==> src/rtl/info_packer_pkg.sv <==
// Shared types and constants for the info packer and the counter stage it feeds.
//   info_t         : one beat of up to NUM_LANE addresses, each lane qualified by vld
//   packer_state_e : packer FSM states (IDLE, WAIT for a pairing partner)
package info_packer_pkg;

   localparam int CNT_WIDTH = 4;
   localparam int ADDR_W    = 8;
   localparam int NUM_LANE  = 2;

   typedef struct packed {
      logic [NUM_LANE-1:0]             vld;
      logic [NUM_LANE-1:0][ADDR_W-1:0] addr;
   } info_t;

   typedef enum logic {
      IDLE = 1'b0,
      WAIT = 1'b1
   } packer_state_e;

endpackage

==> src/rtl/info_packer_if.sv <==
// Request/issue bus of the info packer.
//   en, flush       : issue enable and force-issue of a lone waiting entry
//   in_vld/in_addr  : request stream, accepted when in_rdy is high
//   info_o          : registered two-lane beat towards the counter
//   fill_o          : registered FIFO occupancy
// master = request source / beat consumer, slave = the packer itself.
interface info_packer_if #(
   parameter int DEPTH = 8
) ();
   import info_packer_pkg::*;

   localparam int FILL_W = $clog2(DEPTH + 1);

   logic              en;
   logic              flush;
   logic              in_vld;
   logic [ADDR_W-1:0] in_addr;
   logic              in_rdy;
   info_t             info_o;
   logic [FILL_W-1:0] fill_o;

   modport master (
      output en, flush, in_vld, in_addr,
      input  in_rdy, info_o, fill_o
   );

   modport slave (
      input  en, flush, in_vld, in_addr,
      output in_rdy, info_o, fill_o
   );

endinterface

==> src/rtl/info_packer_fifo.sv <==
// Address FIFO of the info packer: one write port, a two-entry head peek
// (head0 = oldest, head1 = next oldest) and a pop of 0..2 entries per cycle.
//   clk, rst            : clock and asynchronous active-low reset
//   push, push_addr     : write one entry (caller guarantees not full)
//   pop_cnt             : entries to remove this cycle (caller guarantees <= count)
//   head0, head1, count : peek data and registered occupancy
module info_fifo
   import info_packer_pkg::*;
#(
   parameter int DEPTH = 8,
   parameter int CNT_W = $clog2(DEPTH + 1)
) (
   input  logic              clk,
   input  logic              rst,
   input  logic              push,
   input  logic [ADDR_W-1:0] push_addr,
   input  logic [1:0]        pop_cnt,
   output logic [ADDR_W-1:0] head0,
   output logic [ADDR_W-1:0] head1,
   output logic [CNT_W-1:0]  count
);

   localparam int PTR_W = $clog2(DEPTH);

   logic [PTR_W-1:0]  wr_ptr_q, wr_ptr_d;
   logic [PTR_W-1:0]  rd_ptr_q, rd_ptr_d;
   logic [CNT_W-1:0]  count_q, count_d;
   logic [ADDR_W-1:0] mem_q [DEPTH];
   logic [ADDR_W-1:0] mem_d [DEPTH];

   // Pointers wrap naturally because DEPTH is a power of two; full/empty
   // are told apart by count, never by pointer equality.
   always_comb begin
      mem_d    = mem_q;
      wr_ptr_d = wr_ptr_q;
      if (push) begin
         mem_d[wr_ptr_q] = push_addr;
         wr_ptr_d        = wr_ptr_q + PTR_W'(1);
      end
      rd_ptr_d = rd_ptr_q + PTR_W'(pop_cnt);
      count_d  = count_q + CNT_W'(push) - CNT_W'(pop_cnt);
   end

   always_ff @(posedge clk or negedge rst) begin
      if (!rst) begin
         wr_ptr_q <= '0;
         rd_ptr_q <= '0;
         count_q  <= '0;
      end else begin
         wr_ptr_q <= wr_ptr_d;
         rd_ptr_q <= rd_ptr_d;
         count_q  <= count_d;
      end
   end

   // Storage needs no reset: only entries below count are ever observed.
   always_ff @(posedge clk) begin
      mem_q <= mem_d;
   end

   assign head0 = mem_q[rd_ptr_q];
   assign head1 = mem_q[rd_ptr_q + PTR_W'(1)];
   assign count = count_q;

endmodule

==> src/rtl/info_packer.sv <==
// Info packer: buffers single-address requests and issues them as dense
// two-lane beats, waiting up to TMO enabled cycles to pair a lone entry.
//   clk, rst : clock and asynchronous active-low reset
//   bus      : info_packer_if slave (en, flush, in_vld/in_addr/in_rdy, info_o, fill_o)
module info_packer
   import info_packer_pkg::*;
#(
   parameter int DEPTH = 8,
   parameter int TMO   = 3
) (
   input  logic         clk,
   input  logic         rst,
   info_packer_if.slave bus
);

   localparam int CNT_W = $clog2(DEPTH + 1);
   localparam int TMR_W = (TMO > 1) ? $clog2(TMO) : 1;
   localparam logic [TMR_W-1:0] TMR_LAST = (TMO > 0) ? TMR_W'(TMO - 1) : '0;

   packer_state_e     state_q, state_d;
   logic [TMR_W-1:0]  timer_q, timer_d;
   info_t             info_q, info_d;
   logic [1:0]        pop_cnt;
   logic [ADDR_W-1:0] head0, head1;
   logic [CNT_W-1:0]  count;
   logic              push;
   logic              single_go;

   // in_rdy looks only at the registered count, so a pop in the same cycle
   // does not free a slot early; it is held low throughout reset.
   assign bus.in_rdy = rst && (count != CNT_W'(DEPTH));
   assign push       = bus.in_vld && bus.in_rdy;

   info_fifo #(.DEPTH(DEPTH), .CNT_W(CNT_W)) u_fifo (
      .clk       (clk),
      .rst       (rst),
      .push      (push),
      .push_addr (bus.in_addr),
      .pop_cnt   (pop_cnt),
      .head0     (head0),
      .head1     (head1),
      .count     (count)
   );

   // A lone entry goes out single when waiting is disabled, when flushed,
   // or when it has already spent TMO enabled cycles in WAIT.
   always_comb begin
      if (state_q == IDLE) single_go = (TMO == 0) || bus.flush;
      else                 single_go = (timer_q == TMR_LAST) || bus.flush;
   end

   always_ff @(posedge clk or negedge rst) begin
      if (!rst) state_q <= IDLE;
      else      state_q <= state_d;
   end

   always_comb begin
      state_d = state_q;
      if (bus.en) begin
         if (count >= CNT_W'(2))      state_d = IDLE;
         else if (count == CNT_W'(1)) state_d = single_go ? IDLE : WAIT;
         else                         state_d = IDLE;
      end
   end

   // Issue logic: lane 0 always carries the oldest entry, so vld=2'b10 is
   // impossible; addr keeps its previous value in unused lanes.
   always_comb begin
      info_d     = info_q;
      info_d.vld = '0;
      pop_cnt    = 2'd0;
      timer_d    = timer_q;
      if (bus.en) begin
         if (count >= CNT_W'(2)) begin
            pop_cnt        = 2'd2;
            info_d.vld     = 2'b11;
            info_d.addr[0] = head0;
            info_d.addr[1] = head1;
            timer_d        = '0;
         end else if (count == CNT_W'(1)) begin
            if (single_go) begin
               pop_cnt        = 2'd1;
               info_d.vld     = 2'b01;
               info_d.addr[0] = head0;
               timer_d        = '0;
            end else if (state_q == IDLE) begin
               timer_d = '0;
            end else begin
               timer_d = timer_q + TMR_W'(1);
            end
         end else begin
            timer_d = '0;
         end
      end
   end

   always_ff @(posedge clk or negedge rst) begin
      if (!rst) begin
         timer_q <= '0;
         info_q  <= '0;
      end else begin
         timer_q <= timer_d;
         info_q  <= info_d;
      end
   end

   assign bus.info_o = info_q;
   assign bus.fill_o = count;

endmodule

==> src/flat_wrapper.sv <==
// flat-port wrapper written by rule: the top's interface ports become plain ports
module info_packer_flat import info_packer_pkg::*;
#(
   parameter int DEPTH = 8,
   parameter int TMO   = 3
)
  (clk, rst, bus_en, bus_flush, bus_in_vld, bus_in_addr, bus_in_rdy, bus_info_o, bus_fill_o);
  info_packer_if #(.DEPTH(DEPTH)) bus_i ();
  input  logic clk;
  input  logic rst;
  input wire logic [$bits(bus_i.en)-1:0] bus_en;
  input wire logic [$bits(bus_i.flush)-1:0] bus_flush;
  input wire logic [$bits(bus_i.in_vld)-1:0] bus_in_vld;
  input wire logic [$bits(bus_i.in_addr)-1:0] bus_in_addr;
  output wire logic [$bits(bus_i.in_rdy)-1:0] bus_in_rdy;
  output wire logic [$bits(bus_i.info_o)-1:0] bus_info_o;
  output wire logic [$bits(bus_i.fill_o)-1:0] bus_fill_o;
  assign bus_i.en = bus_en;
  assign bus_i.flush = bus_flush;
  assign bus_i.in_vld = bus_in_vld;
  assign bus_i.in_addr = bus_in_addr;
  assign bus_in_rdy = bus_i.in_rdy;
  assign bus_info_o = bus_i.info_o;
  assign bus_fill_o = bus_i.fill_o;
  info_packer #(.DEPTH(DEPTH), .TMO(TMO)) u_core (.clk(clk), .rst(rst), .bus(bus_i));
endmodule
==> config.mk <==
export PLATFORM = sky130hd
export DESIGN_NAME = info_packer_flat
export DESIGN_NICKNAME = d
export VERILOG_FILES = /design/src/rtl/info_packer_pkg.sv /design/src/rtl/info_packer_if.sv /design/src/rtl/info_packer_fifo.sv /design/src/rtl/info_packer.sv /design/src/flat_wrapper.sv
export SDC_FILE = /design/constraint.sdc
export NUM_CORES = 1
export LEC_CHECK = 0
export ABC_CLOCK_PERIOD_IN_PS = 3350
export CORE_MARGIN = 2
export CORE_UTILIZATION = 62
export DETAILED_ROUTE_END_ITERATION = 10
export PLACE_DENSITY = 0.84
export SYNTH_ARGS = -nofsm -noshare
export SYNTH_HDL_FRONTEND = slang
export SYNTH_HIERARCHICAL = 1
export SYNTH_SLANG_ARGS = --single-unit
==> constraint.sdc <==
create_clock -name clk -period 3.35 [get_ports clk]
set_input_delay 0.335 -clock clk [delete_from_list [all_inputs] [get_ports clk]]
set_output_delay 0.335 -clock clk [all_outputs]
set_load 0.05 [all_outputs]
==> results.sh <==
export IMPL_syn_nets=255
export IMPL_dr_pass1_iters=4
export IMPL_start_kind="flip-flop"
export IMPL_setup_violations=0
export IMPL_remaining_drc_errors=0
export IMPL_cts_max_path_buffers=2
export IMPL_drive_gt1_share_pct=33.68
export IMPL_diodes=0
export IMPL_path_class="reg2reg"
export IMPL_outcome="finished clean"
export IMPL_ys_seq_area_share_pct=62.06
export IMPL_path_depth=8
export IMPL_clkTransAtPathRegs_ns=0.09
export IMPL_synthToLayoutAreaGrowth_pct=16.84
export IMPL_fill_cells=414
export IMPL_synthesis_area_um2=4347
export IMPL_viasPerCell=5.852
export IMPL_worst_pin_slew_ns=0.6745
export IMPL_numClockSinks=95
export IMPL_min_period_ns=2.494
export IMPL_power_share_combinational_pct=50.9
export IMPL_finalClockSkew_ns=0.01128
export IMPL_start_util_pct=63.98
export IMPL_gp_congestion=0.7879
export IMPL_grtUsageTotal_pct=23.42
export IMPL_synthDominantCellAreaShare_pct=44.21
export IMPL_synth_top_family_by_area="multiplexers"
export IMPL_core_area_um2=6794
export IMPL_dieArea_um2=7697
export IMPL_final_util_pct=74.75
export IMPL_ctsHoldBuffers=0
export IMPL_dp_worst_setup_slack_ns=0.7753
export IMPL_p_int_w=0.003088
export IMPL_drtIter0Drc=174
export IMPL_met1_usage_pct=30.96
export IMPL_grt_pass1_wl_mm=12.70
export IMPL_final_cell_mix="edfxtp_1 (64), clkdlybuf4s50_1 (34), mux2_2 (33)"
export IMPL_fp_dieW_um=87.73
export IMPL_cts_tree="done"
export IMPL_ys_types=32
export IMPL_clk_latency_ns=0.36
export IMPL_slowest_stage="o31ai_4"
export IMPL_cts_resized=0
export IMPL_arrival_ns=2.78
export IMPL_finalHoldViolCount=0
export IMPL_synth_area_per_cell_um2=18.82
export IMPL_ant_nets=0
export IMPL_met2_usage_pct=39.39
export IMPL_htreeDepth=3
export IMPL_reg2reg_slack_ns=0.86
export IMPL_final_common_cell="edfxtp_1"
export IMPL_yosysWarnings=6
export IMPL_yosys_mux_area_fraction_pct=25.79
export IMPL_fin_nets=307
export IMPL_p_leak_nw=1.838
export IMPL_rsz0062_at_grt="false"
export IMPL_cp_num_buf_inv=2
export IMPL_place_port_buffers=35
export IMPL_layout_setup_ws_ns=0.8564
export IMPL_vias=2247
export IMPL_synth_compound_area_share_pct=1.871
export IMPL_synth_fa_ha_area_share_pct=3.512
export IMPL_worstRegToRegCells=8
export IMPL_cts_setup_buffers=0
export IMPL_fmax_ghz=0.4010
export IMPL_min_path_type="in2async"
export IMPL_slew_viol_final=0
export IMPL_power_w=0.004940
export IMPL_wl_mm=7.983
export IMPL_use_met3_pct=4.713
export IMPL_dpl_hpwl_mm=5.696
export IMPL_pwr_share_seq_pct=34.2
export IMPL_fin_crit_sh_pct=74.43
export IMPL_clkPwrFrac_pct=14.9
export IMPL_syn_inst=231
export IMPL_grt_max_degree=32
export IMPL_cp_endpoint="u_core/u_fifo/count[3]"
export IMPL_critPathRequiredTime_ns=3.64
export IMPL_powerDensity_nw_per_um2=972.7
export IMPL_pin_count=36
export IMPL_yosys_register_bits=95
export IMPL_critPathLaunch="u_core/u_fifo/count[1]"
export IMPL_cpPeakStageDelay_ns=0.65
export IMPL_cap_violations=0
export IMPL_power_switching_w=0.001852
export IMPL_grt_pass1_vias=2428
export IMPL_wl_per_cell_um=20.79
export IMPL_irDropWorstVdd_v=0.0005363
export IMPL_worstReg2RegStart="u_core/u_fifo/count[1]"
export IMPL_critPathMaxFanout=10
export IMPL_synthSimpleGateAreaFrac_pct=2.447
export IMPL_synth_area_leaders="edfxtp_1 (44%), dfrtp_1 (18%), mux4_2 (14%), mux2_2 (8.5%), mux4_1 (3.0%)"
export IMPL_numCtsBuffers=9
export IMPL_antenna_found_initial=0
export IMPL_crit_path_end_kind="flip-flop"
export IMPL_synth_xor_area_share_pct=1.785
export IMPL_overflow=0
export IMPL_num_rows=30
export IMPL_reg2reg_to="u_core/u_fifo/count[3]"
export IMPL_crit_chain="o31ai_4 > inv_1 > inv_1 > ha_1 > ha_1 > a21o_1 > a21oi_1 > xnor2_1"
export IMPL_fin_setup_tns_ns=0
export IMPL_maxSlewHeadroom_pct=55.04
export IMPL_top_usage_layer="met2"
export IMPL_cpLargestDelayFamily="compound AO/OA/AOI/OAI gates"
export IMPL_die_y_um=87.73
export IMPL_netSwitchingFraction_pct=37.49
export IMPL_clock_root_buffer="clkbuf_8"
export IMPL_yosysTopAreaCell="edfxtp_1"
area by class of cell:
type,count,area [um2],area share [%]
Sequential cell,95,2698,53.12
Multi-Input combinational cell,114,1539,30.30
Timing Repair Buffer,50,473.0,9.313
Clock buffer,11,162.7,3.203
Tap cell,96,120.1,2.365
Inverter,13,48.80,0.9608
Clock inverter,5,37.54,0.7391
synthesized netlist by cell type:
master and instances:
a2111o_1 1, a21o_1 1, a21oi_1 2, and2_1 1, buf_1 1, buf_2 1
buf_4 5, buf_6 1, clkbuf_1 1, dfrtp_1 31, edfxtp_1 64, fa_1 2
ha_1 9, inv_1 13, mux2_2 33, mux2i_1 1, mux4_1 5, mux4_2 27
nand2_1 4, nand2b_1 4, nor2_1 6, nor3_1 3, o21ai_0 1, o21ai_2 1
o22ai_1 1, o31ai_4 1, o41a_1 1, or3_4 1, or4_4 1, xnor2_1 4
xnor2_2 1, xor2_1 3
metrics by stage:
step / cell area (um2) / hold WS, ns / cells
2_1_floorplan: 4347 / 0.03941 / 231
3_3_place_gp: 4878 / 0.4903 / 368
3_5_place_dp: 4878 / 0.4945 / 368
4_1_cts: 5079 / 0.5068 / 384
5_1_grt: 5079 / 0.5121 / 384
6_report: 5079 / 0.4751 / 384
metal layers:
metal | up-vias | part of all wire (%)
met5 | - | 0
met4 | 0 | 0.74
met3 | 5 | 8.0
met2 | 90 | 52
met1 | 1139 | 39
li1 | 1013 | -
cells by family (layout without fill, tap and decap cells):
logic type / Yosys count / after routing
buffers and inverters: 22 / 79
adder cells (fa/ha/maj): 11 / 11
flip-flops: 95 / 95
XOR/XNOR: 8 / 8
AND/OR/NAND/NOR: 20 / 20
multiplexers: 66 / 66
AO/OA/AOI/OAI: 9 / 9
flip-flops by register name (all words and copies together), names as in the netlist:
name                    flops
u_core/u_fifo/count         4
u_core/u_fifo/mem_q        64
u_core/u_fifo/rd_ptr_q      3
u_core/timer_q              2
u_core/bus.info_o          18
u_core/u_fifo/wr_ptr_q      3
u_core/state_q              1
power groups by stage:
stage	sequential (W)	combinational [W]	clock, W
after floorplan	0.00212	0.00148	0
final	0.00169	0.00251	0.000735
after global routing	0.00172	0.00268	0.000800
after global placement	0.00171	0.00247	0
after detailed placement	0.00171	0.00253	0
after CTS	0.00169	0.00255	0.000754
how the worst min path moves through the flow:
stage	from	end	slack, ns
detailed placement	u_core/bus.info_o[14]	u_core/bus.info_o[14]	0.49
global placement	u_core/bus.info_o[1]	u_core/bus.info_o[1]	0.49
global route	rst	u_core/bus.info_o[2]	0.51
CTS	rst	u_core/bus.info_o[2]	0.51
finish	rst	u_core/bus.info_o[2]	0.48
floorplan	rst	u_core/bus.info_o[0]	0.04
Note: power is estimated with default switching activity, not from simulation.
